File: src/rtl/prbs_burst_ctrl.sv
// prbs_burst_ctrl: HS burst sequencer sending a sync byte and then PRBS payload bytes.
// Define PRBS_BURST_CTRL_TRAIL_EN to add two trail bytes after the payload.
module prbs_burst_ctrl #(
  parameter int         BURST_W   = 16,
  parameter logic [7:0] SYNC_BYTE = 8'hB8
) (
  input  logic               Clk,
  input  logic               TxRst,
  input  logic               Start,
  input  logic [BURST_W-1:0] BurstLen,
  input  logic               Abort,
  input  logic [7:0]         PRBS_Pattern,
  output logic               PRBS_Enable,
  input  logic               TxReadyHS,
  output logic               TxRequestHS,
  output logic [7:0]         TxDataHS,
  output logic               Busy,
  output logic               Done,
  output logic [BURST_W-1:0] ByteCount
);
`ifdef PRBS_BURST_CTRL_TRAIL_EN
  typedef enum logic [2:0] {IDLE, SYNC, PAYLOAD, TRAIL, DONE} state_t;
`else
  typedef enum logic [2:0] {IDLE, SYNC, PAYLOAD, DONE} state_t;
`endif
  state_t state_q;
  logic [BURST_W-1:0] len_q, cnt_q;
  logic tx_act, xfer, last;
  logic [7:0] trail_byte;
`ifdef PRBS_BURST_CTRL_TRAIL_EN
  logic trl_q, bit_q;
  assign tx_act = state_q == SYNC || state_q == PAYLOAD || state_q == TRAIL;
  assign trail_byte = {8{bit_q}};
`else
  assign tx_act = state_q == SYNC || state_q == PAYLOAD;
  assign trail_byte = 8'h00;
`endif
  // Reset and Abort both suppress any handshake in the cycle they are seen
  assign TxRequestHS = !TxRst && tx_act;
  assign xfer = TxRequestHS && TxReadyHS && !Abort;
  assign PRBS_Enable = xfer && state_q == PAYLOAD;
  assign last = cnt_q == len_q - BURST_W'(1);
  assign Busy = !TxRst && state_q != IDLE;
  assign Done = !TxRst && !Abort && state_q == DONE;
  assign ByteCount = cnt_q;
  assign TxDataHS = TxRst ? 8'h00 : state_q == SYNC ? SYNC_BYTE :
                    state_q == PAYLOAD ? PRBS_Pattern : tx_act ? trail_byte : 8'h00;
  always_ff @(posedge Clk) begin
    if (TxRst) begin
      state_q <= IDLE;
      len_q <= '0;
      cnt_q <= '0;
`ifdef PRBS_BURST_CTRL_TRAIL_EN
      trl_q <= 1'b0;
      bit_q <= 1'b0;
`endif
    end else if (Abort) begin
      state_q <= IDLE;
    end else begin
      case (state_q)
        IDLE: if (Start) begin
          len_q <= BurstLen;
          cnt_q <= '0;
          state_q <= BurstLen != '0 ? SYNC : DONE;
        end
        SYNC: if (xfer) state_q <= PAYLOAD;
        PAYLOAD: if (xfer) begin
          if (cnt_q != len_q) cnt_q <= cnt_q + BURST_W'(1);
          if (last) begin
`ifdef PRBS_BURST_CTRL_TRAIL_EN
            state_q <= TRAIL;
            bit_q <= ~PRBS_Pattern[7];
            trl_q <= 1'b0;
`else
            state_q <= DONE;
`endif
          end
        end
`ifdef PRBS_BURST_CTRL_TRAIL_EN
        TRAIL: if (xfer) begin
          trl_q <= !trl_q;
          if (trl_q) state_q <= DONE;
        end
`endif
        DONE: state_q <= IDLE;
        default: state_q <= IDLE;
      endcase
    end
  end
endmodule

File: config.mk
export PLATFORM = sky130hd
export DESIGN_NAME = prbs_burst_ctrl
export DESIGN_NICKNAME = d
export VERILOG_FILES = /design/src/rtl/prbs_burst_ctrl.sv
export SDC_FILE = /design/constraint.sdc
export NUM_CORES = 1
export LEC_CHECK = 0
export CORE_MARGIN = 4
export CORE_UTILIZATION = 53
export CTS_CLUSTER_DIAMETER = 40
export DETAILED_ROUTE_END_ITERATION = 7
export PLACE_DENSITY_LB_ADDON = 0.2
export SLEW_MARGIN = 30
export SYNTH_ARGS = -nofsm -noshare
export SYNTH_HDL_FRONTEND = slang
export SYNTH_SLANG_ARGS = --single-unit
File: constraint.sdc
create_clock -name Clk -period 3.7 [get_ports Clk]
set_clock_uncertainty 0.2 [all_clocks]
set_input_delay 0.74 -clock Clk [delete_from_list [all_inputs] [get_ports Clk]]
set_output_delay 0.74 -clock Clk [all_outputs]
set_load 0.05 [all_outputs]
==> results of run 1 <==
power by group through the flow:
stage               Clock, W  Sequential (W)  Combinational [W]
CTS                 0.000326        0.000392           0.000223
global placement           0        0.000400           0.000217
detailed placement         0        0.000400           0.000221
global route        0.000340        0.000393           0.000246
floorplan                  0        0.000394           0.000153
finish              0.000324        0.000392           0.000223
logic make-up after synthesis:
family / after synthesis / synth area share
xor+xnor: 40 / 0.159
flops: 34 / 0.308
simple gates: 141 / 0.334
compound gates: 41 / 0.111
mux: 2 / 0.00907
fa+ha+maj: 6 / 0.0340
buf+inv: 21 / 0.0454
layer usage:
| layer | vias up | global-route usage | wire [µm] |
|---|---|---|---|
| met3 | 11 | 0.0623 | 414 |
| met5 | - | 0 | 0 |
| li1 | 1091 | - | - |
| met1 | 1003 | 0.283 | 2410 |
| met2 | 76 | 0.365 | 2800 |
| met4 | 0 | 0.100 | 119 |
layout by cell type (no fill, tap or decap), types with 3 or more instances in the layout:
cell | synthesis | routed
a21oi_1 | 27 | 27
nor4_1 | 10 | 10
a211oi_1 | 3 | 3
and2_1 | 5 | 5
nand3_1 | 11 | 11
a31oi_1 | 3 | 3
nand2_1 | 42 | 42
inv_1 | 7 | 7
clkbuf_8 | 0 | 8
or3_1 | 3 | 3
clkdlybuf4s50_1 | 0 | 44
o21ai_0 | 3 | 3
nor3_1 | 17 | 17
buf_12 | 0 | 12
xor2_1 | 8 | 8
nor3b_1 | 3 | 3
nor2_1 | 29 | 29
dfxtp_1 | 34 | 34
ha_1 | 6 | 6
nand4_1 | 4 | 4
xnor2_1 | 32 | 32
worst paths after layout:
path,start,to,slack (ps)
setup / recovery,Abort,ByteCount[15]$_SDFFE_PP0P_,520
hold / removal,len_q[15]$_SDFFE_PP0P_,len_q[15]$_SDFFE_PP0P_,280
setup reg to reg,len_q[2]$_SDFFE_PP0P_,ByteCount[9]$_SDFFE_PP0P_,740
hold reg to reg,len_q[15]$_SDFFE_PP0P_,len_q[15]$_SDFFE_PP0P_,280
state kept, by name, summed over array words and instances, names as in the netlist:
name and cells:
ByteCount 16, len_q 16, state_q 2
critical path, delay by kind of cell:
family,cells,cell delay [ps]
AOI/OAI and AO/OA,2,870
and+or+nand+nor,4,860
xor gates and xnor gates,1,160
buffers and inverters,1,510
final cells by class:
type | instances | share of cell area
repair buffers | 58 | 0.232
inverters | 7 | 0.00875
well taps | 50 | 0.0208
flip-flops and latches | 34 | 0.227
multi-input cells | 230 | 0.475
clock buffers | 8 | 0.0367
stage by stage:
step / utilization / total power (W) / setup WS [ps] / cells
4_1_cts: 0.750 / 0.000940 / 531 / 387
5_1_grt: 0.750 / 0.000979 / 353 / 387
3_3_place_gp: 0.723 / 0.000617 / 307 / 379
6_report: 0.750 / 0.000939 / 516 / 387
3_5_place_dp: 0.723 / 0.000621 / 230 / 379
2_1_floorplan: - / 0.000547 / 944 / 285
==> impl_metrics.env, run 1 <==
export IMPL_setup_viol_count_final=0
export IMPL_antenna_cells=0
export IMPL_cts_resized=0
export IMPL_power_switching_w=0.000266
export IMPL_grt_start_max_net_pins=29
export IMPL_clock_path_buffers=2
export IMPL_ioPinCount=57
export IMPL_worst_pin_slew_ps=599
export IMPL_max_freq_ghz=0.314
export IMPL_clk_pin_slew_ps=70
export IMPL_worstSetupPathType="input pin to flip-flop"
export IMPL_initial_core_util=0.552
export IMPL_coreArea_um2=4000
export IMPL_grt_pass1_wl_mm=9.40
export IMPL_period_needed_ps=3180
export IMPL_place_area_um2=2890
export IMPL_multi_input_area_um2=1430
export IMPL_synth_seq_cells=34
export IMPL_place_congestion=0.879
export IMPL_synth_area_top_cells="dfxtp_1 31%, xnor2_1 13%, nand2_1 7.1%"
export IMPL_clkSinkCount=34
export IMPL_drc=0
export IMPL_max_stage_delay_ps=510
export IMPL_final_area_um2=3000
export IMPL_synth_area_leader_cell="dfxtp_1"
export IMPL_final_nets=371
export IMPL_swShare=0.283
export IMPL_track_usage=0.227
export IMPL_rr_worst_depth=7
export IMPL_crit_fanout=20
export IMPL_dp_final_hpwl_mm=4.38
export IMPL_numCtsBuffers=5
export IMPL_clock_root_buffer="clkbuf_8"
export IMPL_tns_ps=0
export IMPL_fillCellCount=309
export IMPL_synth_nets=320
export IMPL_crit_top_cell="nor2_1"
export IMPL_antenna_found_initial=0
export IMPL_pwr_share_clk=0.345
export IMPL_grt_overflow=0
export IMPL_cts_tree="yes"
export IMPL_port_buffers=56
export IMPL_ctsHoldBuffers=0
export IMPL_yosysMostFrequentCell="nand2_1"
export IMPL_cts_setup_buffers=0
export IMPL_ir_worst_vdd_mv=0.204
export IMPL_ys_seq_area_frac=0.308
export IMPL_slew_headroom=0.600
export IMPL_synthDistinctLibCells=44
export IMPL_p_per_area_nw_per_um2=313
export IMPL_drv_cap=0
export IMPL_finalCritPeriodShare=0.861
export IMPL_power_leakage_nw=1.05
export IMPL_synthArstFlopShare=0
export IMPL_cp_start_kind="input pin"
export IMPL_final_antenna_net_count=0
export IMPL_ys_warn_count=0
export IMPL_clock_latency_ps=290
export IMPL_rsz0062_at_grt="no"
export IMPL_die_w_um=72.5
export IMPL_seq_power_share=0.417
export IMPL_seqCellArea_um2=681
export IMPL_hold_depth=2
export IMPL_syn_instance_count=285
export IMPL_cp_slowest_cell="clkdlybuf4s50_1"
export IMPL_area_growth_pct=36.0
export IMPL_wl_per_cell_um=14.8
export IMPL_synth_common_cells="42 x nand2_1, 34 x dfxtp_1, 32 x xnor2_1"
export IMPL_syn_area_um2=2210
export IMPL_synth_top_cell_area_share=0.308
export IMPL_status="finished clean"
export IMPL_drv_slew=0
export IMPL_first_pass_iters=4
export IMPL_cp_data_arrival_time_ps=3150
export IMPL_die_area_um2=5260
export IMPL_crit_required_ps=3660
export IMPL_critPathCaptureType="flip-flop"
export IMPL_first_global_vias=2029
export IMPL_cts_max_level=2
export IMPL_ys_flop_type="dfxtp_1"
export IMPL_crit_chain="clkdlybuf4s50_1 -> nor2_1 -> nand3_1 -> a2111o_1 -> a41o_1 -> nor4_1 -> xnor2_1 -> nor2_1"
export IMPL_viasPerCell=5.64
export IMPL_pwr_share_comb=0.238
export IMPL_wirelength_mm=5.74
export IMPL_power_internal_w=0.000673
export IMPL_vias=2181
export IMPL_hold_class="flip-flop to flip-flop"
export IMPL_synth_edff_count=0
export IMPL_std_cell_rows=23
export IMPL_layout_drive_gt1_share=0.0890
export IMPL_dr_first_iter_drc_count=127
export IMPL_finalHoldViolCount=0
export IMPL_fp_dieH_um=72.5
export IMPL_syn_avg_cell_area_um2=7.74
export IMPL_hold_ws_ps=281
Note: power is estimated with default switching activity, not from simulation.
==> run 2, diff against run 1 <==
- CELL_PAD_IN_SITES_DETAIL_PLACEMENT: unset -> 0
- CELL_PAD_IN_SITES_GLOBAL_PLACEMENT: unset -> 1
- CORE_UTILIZATION: 53 -> 38
==> run 2 against run 1 <==
  * First-iteration DRC count shrank 24%
  * Sequential share of layout area shrank 0.18 points
  * Core utilization shrank 21 points
  * Critical path depth is the same
  * Wire length grew 2.8%
  * Via count shrank 0.73%
  * Final cell count grew 6.2%
  * Hold slack lost 8.7 ps
  * Largest power group unchanged
==> impl_metrics.env, run 2 (synthesized netlist as in run 1, its figures left out) <==
export IMPL_crit_buf_inv=1
export IMPL_wl_per_cell_um=14.4
export IMPL_tns_ps=0
export IMPL_antenna_found_initial=0
export IMPL_rr_startpoint="len_q[2]$_SDFFE_PP0P_"
export IMPL_rsz0062_at_grt="no"
export IMPL_first_pass_iters=4
export IMPL_finalPower_w=0.000895
export IMPL_track_usage=0.170
export IMPL_p_per_area_nw_per_um2=296
export IMPL_port_buffers=56
export IMPL_cts_max_level=2
export IMPL_crit_chain="clkdlybuf4s50_1 -> nor2_1 -> nand3_1 -> a2111o_1 -> a41o_1 -> nor4_1 -> xnor2_1 -> nor2_1"
export IMPL_final_antenna_net_count=0
export IMPL_critical_path_top_delay_family="compound AO/OA/AOI/OAI gates"
export IMPL_status="finished clean"
export IMPL_cts_tree="yes"
export IMPL_die_w_um=84.2
export IMPL_antenna_cells=0
export IMPL_final_nets=373
export IMPL_grt_overflow=0
export IMPL_numCtsBuffers=5
export IMPL_viasPerCell=5.27
export IMPL_hold_class="flip-flop to flip-flop"
export IMPL_drc=0
export IMPL_layout_common_cells="44 x clkdlybuf4s50_1, 42 x nand2_1, 34 x dfxtp_1"
export IMPL_cp_start_kind="input pin"
export IMPL_crit_fanout=20
export IMPL_dp_final_hpwl_mm=4.58
export IMPL_fp_dieH_um=84.2
export IMPL_vias=2165
export IMPL_std_cell_rows=27
export IMPL_clock_path_buffers=2
export IMPL_startpoint="Abort"
export IMPL_final_common_cell="clkdlybuf4s50_1"
export IMPL_layout_drive_gt1_share=0.0914
export IMPL_first_global_vias=2079
export IMPL_wirelength_mm=5.90
export IMPL_period_needed_ps=3180
export IMPL_grt_pass1_wl_mm=9.98
export IMPL_clock_root_buffer="clkbuf_8"
export IMPL_dr_first_iter_drc_count=97
export IMPL_setup_viol_count_final=0
export IMPL_initial_core_util=0.396
export IMPL_hold_start="len_q[15]$_SDFFE_PP0P_"
export IMPL_clk_pin_slew_ps=70
export IMPL_max_stage_delay_ps=500
export IMPL_area_growth_pct=37.1
export IMPL_ioPinCount=57
export IMPL_crit_required_ps=3660
export IMPL_cts_resized=0
export IMPL_coreArea_um2=5570
export IMPL_finalCritPeriodShare=0.861
export IMPL_power_leakage_nw=1.05
export IMPL_hold_ws_ps=272
export IMPL_crit_top_cell="nor2_1"
export IMPL_drv_slew=0
export IMPL_clock_latency_ps=280
export IMPL_slew_headroom=0.561
export IMPL_hold_depth=2
export IMPL_worst_pin_slew_ps=653
export IMPL_drv_cap=0
export IMPL_grt_start_max_net_pins=29
export IMPL_rr_worst_depth=7
export IMPL_max_freq_ghz=0.314
export IMPL_ir_worst_vdd_mv=0.150
export IMPL_rrSetupSlack_ps=770
export IMPL_clkSinkCount=34
export IMPL_cp_slowest_cell="clkdlybuf4s50_1"
export IMPL_r2r_end="ByteCount[5]$_SDFFE_PP0P_"
export IMPL_finalHoldViolCount=0
export IMPL_cp_data_arrival_time_ps=3140
export IMPL_ctsHoldBuffers=0
export IMPL_critPathCaptureType="flip-flop"
export IMPL_cts_setup_buffers=0
export IMPL_holdPathEnd="len_q[15]$_SDFFE_PP0P_"
export IMPL_die_area_um2=7090
export IMPL_worstSetupPathType="input pin to flip-flop"
export IMPL_place_congestion=0.865
[run 2: cell type report]
class / count / area [µm²]
fillers: 558 / 2550
clock buffers: 7 / 86.3
multi-input cells: 230 / 1430
well taps: 72 / 90.1
flip-flops and latches: 34 / 681
repair buffers: 60 / 711
inverters: 7 / 26.3
clock inverters: 1 / 5.00
[run 2: stage by stage]
stage / setup WS, ps / util / cell area, µm² / instances
6_report: 516 / 0.543 / 3030 / 411
5_1_grt: 376 / 0.543 / 3030 / 411
4_1_cts: 522 / 0.543 / 3030 / 411
3_5_place_dp: 231 / 0.526 / 2930 / 403
3_3_place_gp: 288 / 0.526 / 2930 / 403
2_1_floorplan: 944 / - / 2210 / 285
[run 2: layer usage]
metal	GRT usage	part of all wire	vias up
met1	0.225	0.45	1006
met2	0.279	0.47	61
met4	0.0468	0.011	0
met5	0	0	-
met3	0.0383	0.072	6
li1	-	-	1092
[run 2: worst min-delay path, delay by kind of cell (launching register included)]
| family | cells | cell delay, ps |
|---|---|---|
| AO/OA/AOI/OAI | 1 | 50 |
| flip-flops | 1 | 320 |
| AND/OR/NAND/NOR | 1 | 60 |
[run 2: power by group]
part	internal, W	switching (W)
combinational	0.000109	0.000115
sequential	0.000376	0.0000161
clock	0.000150	0.000129
[run 2: how the worst max path moves through the flow]
stage                                            end  cells after the start
after floorplan           ByteCount[13]$_SDFFE_PP0P_                      9
final                     ByteCount[15]$_SDFFE_PP0P_                      8
after detailed placement  ByteCount[15]$_SDFFE_PP0P_                      8
after global routing      ByteCount[15]$_SDFFE_PP0P_                      8
after global placement    ByteCount[15]$_SDFFE_PP0P_                      8
after CTS                 ByteCount[15]$_SDFFE_PP0P_                      8
